File: src/rtl/syn_gpu_mul_pipe.sv
// Fully pipelined mulberry-bus multiplier (UMUL / SMUL / rounded UMUL_Q) with a
// credit-protected show-ahead response FIFO and a saturating drop counter.
module syn_gpu_mul_pipe #(
    parameter int unsigned P_DATA_W     = 16,
    parameter int unsigned P_LAT        = 4,
    parameter int unsigned P_FIFO_DEPTH = 8,
    parameter int unsigned P_FRAC_W     = 8,
    parameter int unsigned P_MID_W      = 4
) (
    input  logic                      clk_ir,
    input  logic                      rst_sync,
    input  logic [P_MID_W-1:0]        mul_req_mid,
    input  logic [1:0]                mul_req_op,
    input  logic [2*P_DATA_W-1:0]     mul_req_data,
    output logic                      mul_busy,
    output logic [P_MID_W-1:0]        mul_rsp_mid,
    output logic [2*P_DATA_W-1:0]     mul_rsp_data,
    output logic                      mul_rsp_err,
    input  logic                      mul_rsp_ready,
    output logic [7:0]                mul_drop_cnt
);

    localparam int unsigned W     = P_DATA_W;
    localparam int unsigned RES_W = 2 * P_DATA_W;
    localparam int unsigned PTR_W = (P_FIFO_DEPTH > 1) ? $clog2(P_FIFO_DEPTH) : 1;
    localparam int unsigned OCC_W = $clog2(P_FIFO_DEPTH + 1);

    localparam logic [P_MID_W-1:0] MID_IDLE = '0;
    localparam logic [1:0] OP_UMUL  = 2'b00;
    localparam logic [1:0] OP_SMUL  = 2'b01;
    localparam logic [1:0] OP_UMULQ = 2'b10;
    localparam logic [1:0] OP_RSVD  = 2'b11;

    // Result for one operand pair; the rounding add needs one extra bit of headroom.
    function automatic logic [RES_W-1:0] mul_calc(input logic [1:0] op,
                                                  input logic [W-1:0] a,
                                                  input logic [W-1:0] b);
        logic [RES_W-1:0] prod_u;
        logic [RES_W-1:0] prod_s;
        logic [RES_W:0]   prod_q;
        prod_u = RES_W'(a) * RES_W'(b);
        prod_s = RES_W'($signed(a)) * RES_W'($signed(b));
        prod_q = ((RES_W+1)'(prod_u) + ((RES_W+1)'(1) << (P_FRAC_W - 1))) >> P_FRAC_W;
        case (op)
            OP_UMUL:  mul_calc = prod_u;
            OP_SMUL:  mul_calc = prod_s;
            OP_UMULQ: mul_calc = RES_W'(prod_q);
            default:  mul_calc = '0;
        endcase
    endfunction

    function automatic logic [PTR_W-1:0] ptr_inc(input logic [PTR_W-1:0] p);
        ptr_inc = (p == PTR_W'(P_FIFO_DEPTH - 1)) ? '0 : p + PTR_W'(1);
    endfunction

    logic               accept;
    logic               drop;
    logic               pop;
    logic               wr_v;
    logic [P_MID_W-1:0] wr_mid;
    logic [RES_W-1:0]   wr_data;
    logic               wr_err;

    // Multiplier pipeline: P_LAT register levels from request to FIFO head.
    generate
        if (P_LAT == 1) begin : g_lat1
            always_comb begin
                wr_v    = accept;
                wr_mid  = mul_req_mid;
                wr_data = mul_calc(mul_req_op, mul_req_data[RES_W-1:W], mul_req_data[W-1:0]);
                wr_err  = (mul_req_op == OP_RSVD);
            end
        end else begin : g_latn
            logic               s0_v;
            logic [P_MID_W-1:0] s0_mid;
            logic [1:0]         s0_op;
            logic [W-1:0]       s0_a;
            logic [W-1:0]       s0_b;
            logic [RES_W-1:0]   s0_res;
            logic               s0_err;

            always_ff @(posedge clk_ir) begin
                if (rst_sync) begin
                    s0_v   <= 1'b0;
                    s0_mid <= MID_IDLE;
                    s0_op  <= OP_UMUL;
                    s0_a   <= '0;
                    s0_b   <= '0;
                end else begin
                    s0_v <= accept;
                    if (accept) begin
                        s0_mid <= mul_req_mid;
                        s0_op  <= mul_req_op;
                        s0_a   <= mul_req_data[RES_W-1:W];
                        s0_b   <= mul_req_data[W-1:0];
                    end
                end
            end

            assign s0_res = mul_calc(s0_op, s0_a, s0_b);
            assign s0_err = (s0_op == OP_RSVD);

            if (P_LAT == 2) begin : g_direct
                always_comb begin
                    wr_v    = s0_v;
                    wr_mid  = s0_mid;
                    wr_data = s0_res;
                    wr_err  = s0_err;
                end
            end else begin : g_chain
                localparam int unsigned NR = P_LAT - 2;
                logic               p_v    [NR];
                logic [P_MID_W-1:0] p_mid  [NR];
                logic [RES_W-1:0]   p_data [NR];
                logic               p_err  [NR];

                always_ff @(posedge clk_ir) begin
                    if (rst_sync) begin
                        for (int i = 0; i < int'(NR); i++) begin
                            p_v[i]   <= 1'b0;
                            p_mid[i] <= MID_IDLE;
                        end
                    end else begin
                        p_v[0]   <= s0_v;
                        p_mid[0] <= s0_mid;
                        for (int i = 1; i < int'(NR); i++) begin
                            p_v[i]   <= p_v[i-1];
                            p_mid[i] <= p_mid[i-1];
                        end
                    end
                end

                // Payload needs no reset: it is qualified by the valid chain.
                always_ff @(posedge clk_ir) begin
                    p_data[0] <= s0_res;
                    p_err[0]  <= s0_err;
                    for (int i = 1; i < int'(NR); i++) begin
                        p_data[i] <= p_data[i-1];
                        p_err[i]  <= p_err[i-1];
                    end
                end

                always_comb begin
                    wr_v    = p_v[NR-1];
                    wr_mid  = p_mid[NR-1];
                    wr_data = p_data[NR-1];
                    wr_err  = p_err[NR-1];
                end
            end
        end
    endgenerate

    logic [P_MID_W-1:0] mem_mid  [P_FIFO_DEPTH];
    logic [RES_W-1:0]   mem_data [P_FIFO_DEPTH];
    logic               mem_err  [P_FIFO_DEPTH];

    logic [PTR_W-1:0]   wr_ptr, wr_ptr_nx;
    logic [PTR_W-1:0]   rd_ptr, rd_ptr_nx;
    logic [OCC_W-1:0]   fcnt, fcnt_nx;
    logic [OCC_W-1:0]   occ, occ_nx;
    logic [P_MID_W-1:0] head_mid_nx;
    logic [RES_W-1:0]   head_data_nx;
    logic               head_err_nx;

    // Credit accounting, FIFO pointer update and next show-ahead head.
    always_comb begin
        accept    = (mul_req_mid != MID_IDLE) && !mul_busy;
        drop      = (mul_req_mid != MID_IDLE) && mul_busy;
        pop       = mul_rsp_ready && (mul_rsp_mid != MID_IDLE);
        occ_nx    = occ + OCC_W'(accept) - OCC_W'(pop);
        fcnt_nx   = fcnt + OCC_W'(wr_v) - OCC_W'(pop);
        wr_ptr_nx = wr_v ? ptr_inc(wr_ptr) : wr_ptr;
        rd_ptr_nx = pop ? ptr_inc(rd_ptr) : rd_ptr;

        head_mid_nx  = MID_IDLE;
        head_data_nx = '0;
        head_err_nx  = 1'b0;
        if (fcnt_nx != '0) begin
            if (wr_v && (fcnt == OCC_W'(pop))) begin
                head_mid_nx  = wr_mid;
                head_data_nx = wr_data;
                head_err_nx  = wr_err;
            end else begin
                head_mid_nx  = mem_mid[rd_ptr_nx];
                head_data_nx = mem_data[rd_ptr_nx];
                head_err_nx  = mem_err[rd_ptr_nx];
            end
        end
    end

    always_ff @(posedge clk_ir) begin
        if (rst_sync) begin
            occ          <= '0;
            fcnt         <= '0;
            wr_ptr       <= '0;
            rd_ptr       <= '0;
            mul_busy     <= 1'b0;
            mul_rsp_mid  <= MID_IDLE;
            mul_rsp_data <= '0;
            mul_rsp_err  <= 1'b0;
            mul_drop_cnt <= '0;
        end else begin
            occ          <= occ_nx;
            fcnt         <= fcnt_nx;
            wr_ptr       <= wr_ptr_nx;
            rd_ptr       <= rd_ptr_nx;
            mul_busy     <= (occ_nx == OCC_W'(P_FIFO_DEPTH));
            mul_rsp_mid  <= head_mid_nx;
            mul_rsp_data <= head_data_nx;
            mul_rsp_err  <= head_err_nx;
            if (drop && (mul_drop_cnt != 8'hFF)) begin
                mul_drop_cnt <= mul_drop_cnt + 8'd1;
            end
        end
    end

    always_ff @(posedge clk_ir) begin
        if (wr_v) begin
            mem_mid[wr_ptr]  <= wr_mid;
            mem_data[wr_ptr] <= wr_data;
            mem_err[wr_ptr]  <= wr_err;
        end
    end

endmodule

File: config.mk
export PLATFORM = sky130hd
export DESIGN_NAME = syn_gpu_mul_pipe
export DESIGN_NICKNAME = d
export VERILOG_FILES = /design/src/rtl/syn_gpu_mul_pipe.sv
export SDC_FILE = /design/constraint.sdc
export NUM_CORES = 2
export LEC_CHECK = 0
export CAP_MARGIN = 20
export CORE_UTILIZATION = 61
export CTS_CLUSTER_DIAMETER = 120
export DETAILED_ROUTE_END_ITERATION = 16
export GPL_TIMING_DRIVEN = 1
export PLACE_DENSITY = 0.84
export SLEW_MARGIN = 20
export SYNTH_ARGS = -nofsm -noshare
export SYNTH_HDL_FRONTEND = slang
export SYNTH_SLANG_ARGS = --single-unit
export TNS_END_PERCENT = 100
File: constraint.sdc
create_clock -name clk_ir -period 17.13 [get_ports clk_ir]
set_input_delay 1.713 -clock clk_ir [delete_from_list [all_inputs] [get_ports clk_ir]]
set_output_delay 1.713 -clock clk_ir [all_outputs]
set_load 0.1 [all_outputs]
==> results.txt <==
The run finished with clean final reports. TritonCTS built the clock tree. The number of hold buffers added after cts is 0. The final-report hold violation count is 0. Leaving out fill and tap cells, the most frequent cells in the layout are sky130_fd_sc_hd__inv_1 (499), sky130_fd_sc_hd__fa_1 (368), sky130_fd_sc_hd__edfxtp_1 (296). Dividing the detail-routed wire length by the instance count gives 20.7 um. Based on the critical path, the design can be clocked at up to 129 MHz. The predominant post-synthesis flop cell is sky130_fd_sc_hd__edfxtp_1.

The source-to-sink clock delay at the later pin of the worst-skew pair came out at 600 ps. The path class of the tightest hold or removal check is register to register. The clock edge transition at the registers on the reported setup and hold paths is 70 ps. The cell area power density is 187 nW/um2. The first-pass iteration count of the detailed router is 5. The number of setup buffers added after CTS is 0. In this run the number of cells on the critical path is 20. The critical path is of the register to register type.

The cell that appears most often on the critical path is sky130_fd_sc_hd__fa_1. The proportion of power drawn by combinational gates came out at 60.3%. The number of buffers and inverters on the critical path is 3. The cell family contributing the most delay on the critical path is adder cells. The analysis attributes to net switching a power of 3070 uW. The library cell contributing the largest single delay on the critical path is sky130_fd_sc_hd__dfxtp_1. Setup repair after global routing left no endpoint under its margin. The warning count from the yosys run came out at 0. The worst stage delay on the critical path came out at 830 ps.

The switching fraction of total power is 46.5%. The root buffer cell chosen for the clock tree is sky130_fd_sc_hd__clkbuf_16. The number of synthesized register bits came out at 471.

The worst-case IR drop observed on VDD is 111 uV. Dividing the detail-routed via count by the number of cells gives 5.79. Internal power comes to 3520 uW.

The net count after synthesis is 3356. The detailed router placed 20500 vias in this run. After floorplanning, the core was divided into 83 placement rows. The number of enable-type register cells in the synthesized netlist came out at 296. Of all nets on the critical path, the largest fanout is 18. The number of pins with negative max-slew slack in the final report is 0. The total setup violations reported at the end of the flow is 0. The share of synthesized registers carrying an async set or reset is 0%. The average instance in the mapped netlist occupies 11.6 um2. The count of cells in the finished layout, fillers not included, comes to 3543. Walking the worst path, the cells encountered are nand2_1 -> fa_1 -> fa_1 -> inv_1 -> fa_1 -> fa_1 -> fa_1 -> inv_1 -> fa_1 -> inv_1 -> ha_1 -> a21o_2 -> o21bai_1 -> and2_1 -> a211o_1 -> nor4b_2 -> nand4_1 -> nor4_2 -> or4b_1 -> a21oi_1. The worst setup path is captured at a register. The post-layout net count is 3403. Leaving out fill and tap cells, the most frequent cell in the layout is sky130_fd_sc_hd__inv_1. From synthesis to final layout, the design area changed by 9.10%. The die span in x is 232 um. The effective utilization at floorplan came out at 62.3%. Counting the buffers created by CTS gives 45. The required time reported for the critical path endpoint came out at 17630 ps. The netlist area before placement came out at 32300 um2. The accumulated negative setup slack is 0 ps.

The max-cap check violation count is 0. The utilization after layout came out at 68.0%. The register area share after synthesis is 38.4%. Along the worst hold path, the cell count comes to 0. The overall routing resource usage is 28.3%. The maximum number of pins on one net before global-route repair is 75. The via count of the first global-routing pass is 21800.

The worst-case clock skew is 25.1 ps. At the pin with the least slew margin, the transition time is 1010 ps. The longest clock path from root to sink contains 3 buffers. The count of cells along the worst register-to-register path came out at 20.

After synthesis, the netlist uses 81 different library cells. The global-route wire length before repair came out at 118000 um. Per report_power, the sequential group accounts for 25.0% of the total. The post-synthesis cell count came out at 2780. The total die area is 53900 um2. Detailed placement ended at an HPWL of 52800 um.

In this run the tightest slew margin relative to its limit is 32.6%. The H-tree was split into 2 levels. The last weighted congestion value of the routability-driven placer came out at 0.914. Data arrives at the worst endpoint at 8240 ps. The core region is 51800 um2.

The aggregate global routing overflow came out at 0. Overall power consumption after layout is estimated at 6590 uW. The number of DRC violations after detailed routing came out at 0. After detailed routing, the total wire length is 73500 um. The number of clock sinks seen by CTS came out at 471. The final critical-path required period came out at 7740 ps.

The fraction of final layout cells sized beyond drive strength 1 came out at 6.67%. The number of antenna violations at the first check in global routing came out at 0. The number of routed nets with antenna violations came out at 0.

The clock network burns 14.7% of the power. The launching element type of the critical path is a register. Input and output buffers added on the ports amount to 86.

The analysis attributes to cell leakage a power of 0.0154 uW. During I/O placement, the number of pins put on the boundary was 87. Once placement completed, the tool counted placed cells totaling 3460. The number of antenna diodes in the final layout is 0. The die span in y is 232 um. The final critical-path share of the clock period is 45.2%. The post-cts sizing count came out at 0. The initial detailed-routing violation count came out at 1532.
## flip-flops by register name, indices dropped and copies added (netlist names)
register               cells
mem_mid                   32
mul_drop_cnt               8
occ                        4
g_latn.s0_b               16
mem_err                    8
mul_rsp_data              32
fcnt                       4
mul_rsp_mid                4
g_latn.g_chain.p_err       2
mem_data                 256
g_latn.g_chain.p_v         2
g_latn.s0_mid              4
g_latn.s0_op               2
wr_ptr                     3
mul_busy                   1
g_latn.g_chain.p_data     64
g_latn.g_chain.p_mid       8
mul_rsp_err                1
rd_ptr                     3
g_latn.s0_v                1
g_latn.s0_a               16
## routing by layer
metal	wire length [um]	track usage, %
met1	30400	37.8
met2	36700	49.1
met3	4830	3.66
met4	1530	7.26
met5	0	0
## final timing paths
check                                                   from                      endpoint  slack [ps]
worst max-delay path                          g_latn.s0_a[9]  g_latn.g_chain.p_data[0][24]        9390
worst min-delay path            g_latn.g_chain.p_data[0][24]  g_latn.g_chain.p_data[0][56]         310
worst max register to register                g_latn.s0_a[9]  g_latn.g_chain.p_data[0][24]        9390
worst min register to register  g_latn.g_chain.p_data[0][24]  g_latn.g_chain.p_data[0][56]         310
## logic make-up after synthesis
| logic type | Yosys count | share of synthesized area [%] |
|---|---|---|
| compound gates | 317 | 6.51 |
| xor+xnor | 88 | 2.39 |
| fa+ha+maj | 535 | 29.3 |
| buf+inv | 605 | 7.10 |
| flops | 471 | 38.4 |
| mux | 126 | 6.78 |
| simple gates | 638 | 9.61 |
## stage by stage
stage,setup WS [ps],cell area (um2),hold slack [ps]
after floorplan,10210,32300,310
after global placement,9670,33800,312
after detailed placement,9470,33800,312
after CTS,9440,35300,314
after global routing,8990,35300,320
final,9390,35300,310
## Yosys cell counts (26+ instances only)
master                       n  share of area [%]
sky130_fd_sc_hd__inv_1     499                5.8
sky130_fd_sc_hd__fa_1      368                 23
sky130_fd_sc_hd__edfxtp_1  296                 28
sky130_fd_sc_hd__nand2_1   249                2.9
sky130_fd_sc_hd__dfxtp_1   175                 11
sky130_fd_sc_hd__ha_1      167                6.5
sky130_fd_sc_hd__and2_1    133                2.6
sky130_fd_sc_hd__nor2_1    112                1.3
sky130_fd_sc_hd__a21oi_1   102                1.6
sky130_fd_sc_hd__clkbuf_1   87                1.0
sky130_fd_sc_hd__mux4_2     74                5.2
sky130_fd_sc_hd__xnor2_1    62                1.7
sky130_fd_sc_hd__mux2i_1    50                1.5
sky130_fd_sc_hd__a211oi_1   46                1.1
sky130_fd_sc_hd__o21ai_0    43               0.67
sky130_fd_sc_hd__a21o_1     31               0.72
sky130_fd_sc_hd__nor2b_1    28               0.54
sky130_fd_sc_hd__xor2_1     26               0.70
## final cells by class
| class | instances | area, um2 |
|---|---|---|
| multi-input combinational | 1704 | 17700 |
| clock inverter | 24 | 223 |
| tap | 680 | 851 |
| timing repair buffer | 105 | 998 |
| inverter | 500 | 1880 |
| clock buffer | 59 | 1190 |
| sequential | 471 | 12400 |
| fill | 3596 | 16600 |
## worst reg2reg max path: cells and delay by family, from the launching register on
family                     cells  cell delay, ps
and+or+nand+nor                6            2240
adders and majority gates      7            3470
buffers and inverters          3             150
DFF                            1             830
AOI/OAI and AO/OA              4             960
## power by group through the flow
stage	logic, uW	clock network [uW]	registers (uW)
floorplan	2730	0	1860
global placement	3840	0	1650
detailed placement	3940	0	1670
CTS	3960	984	1650
global route	4390	1030	1670
finish	3970	968	1650
(Power assumes the default switching activity.)
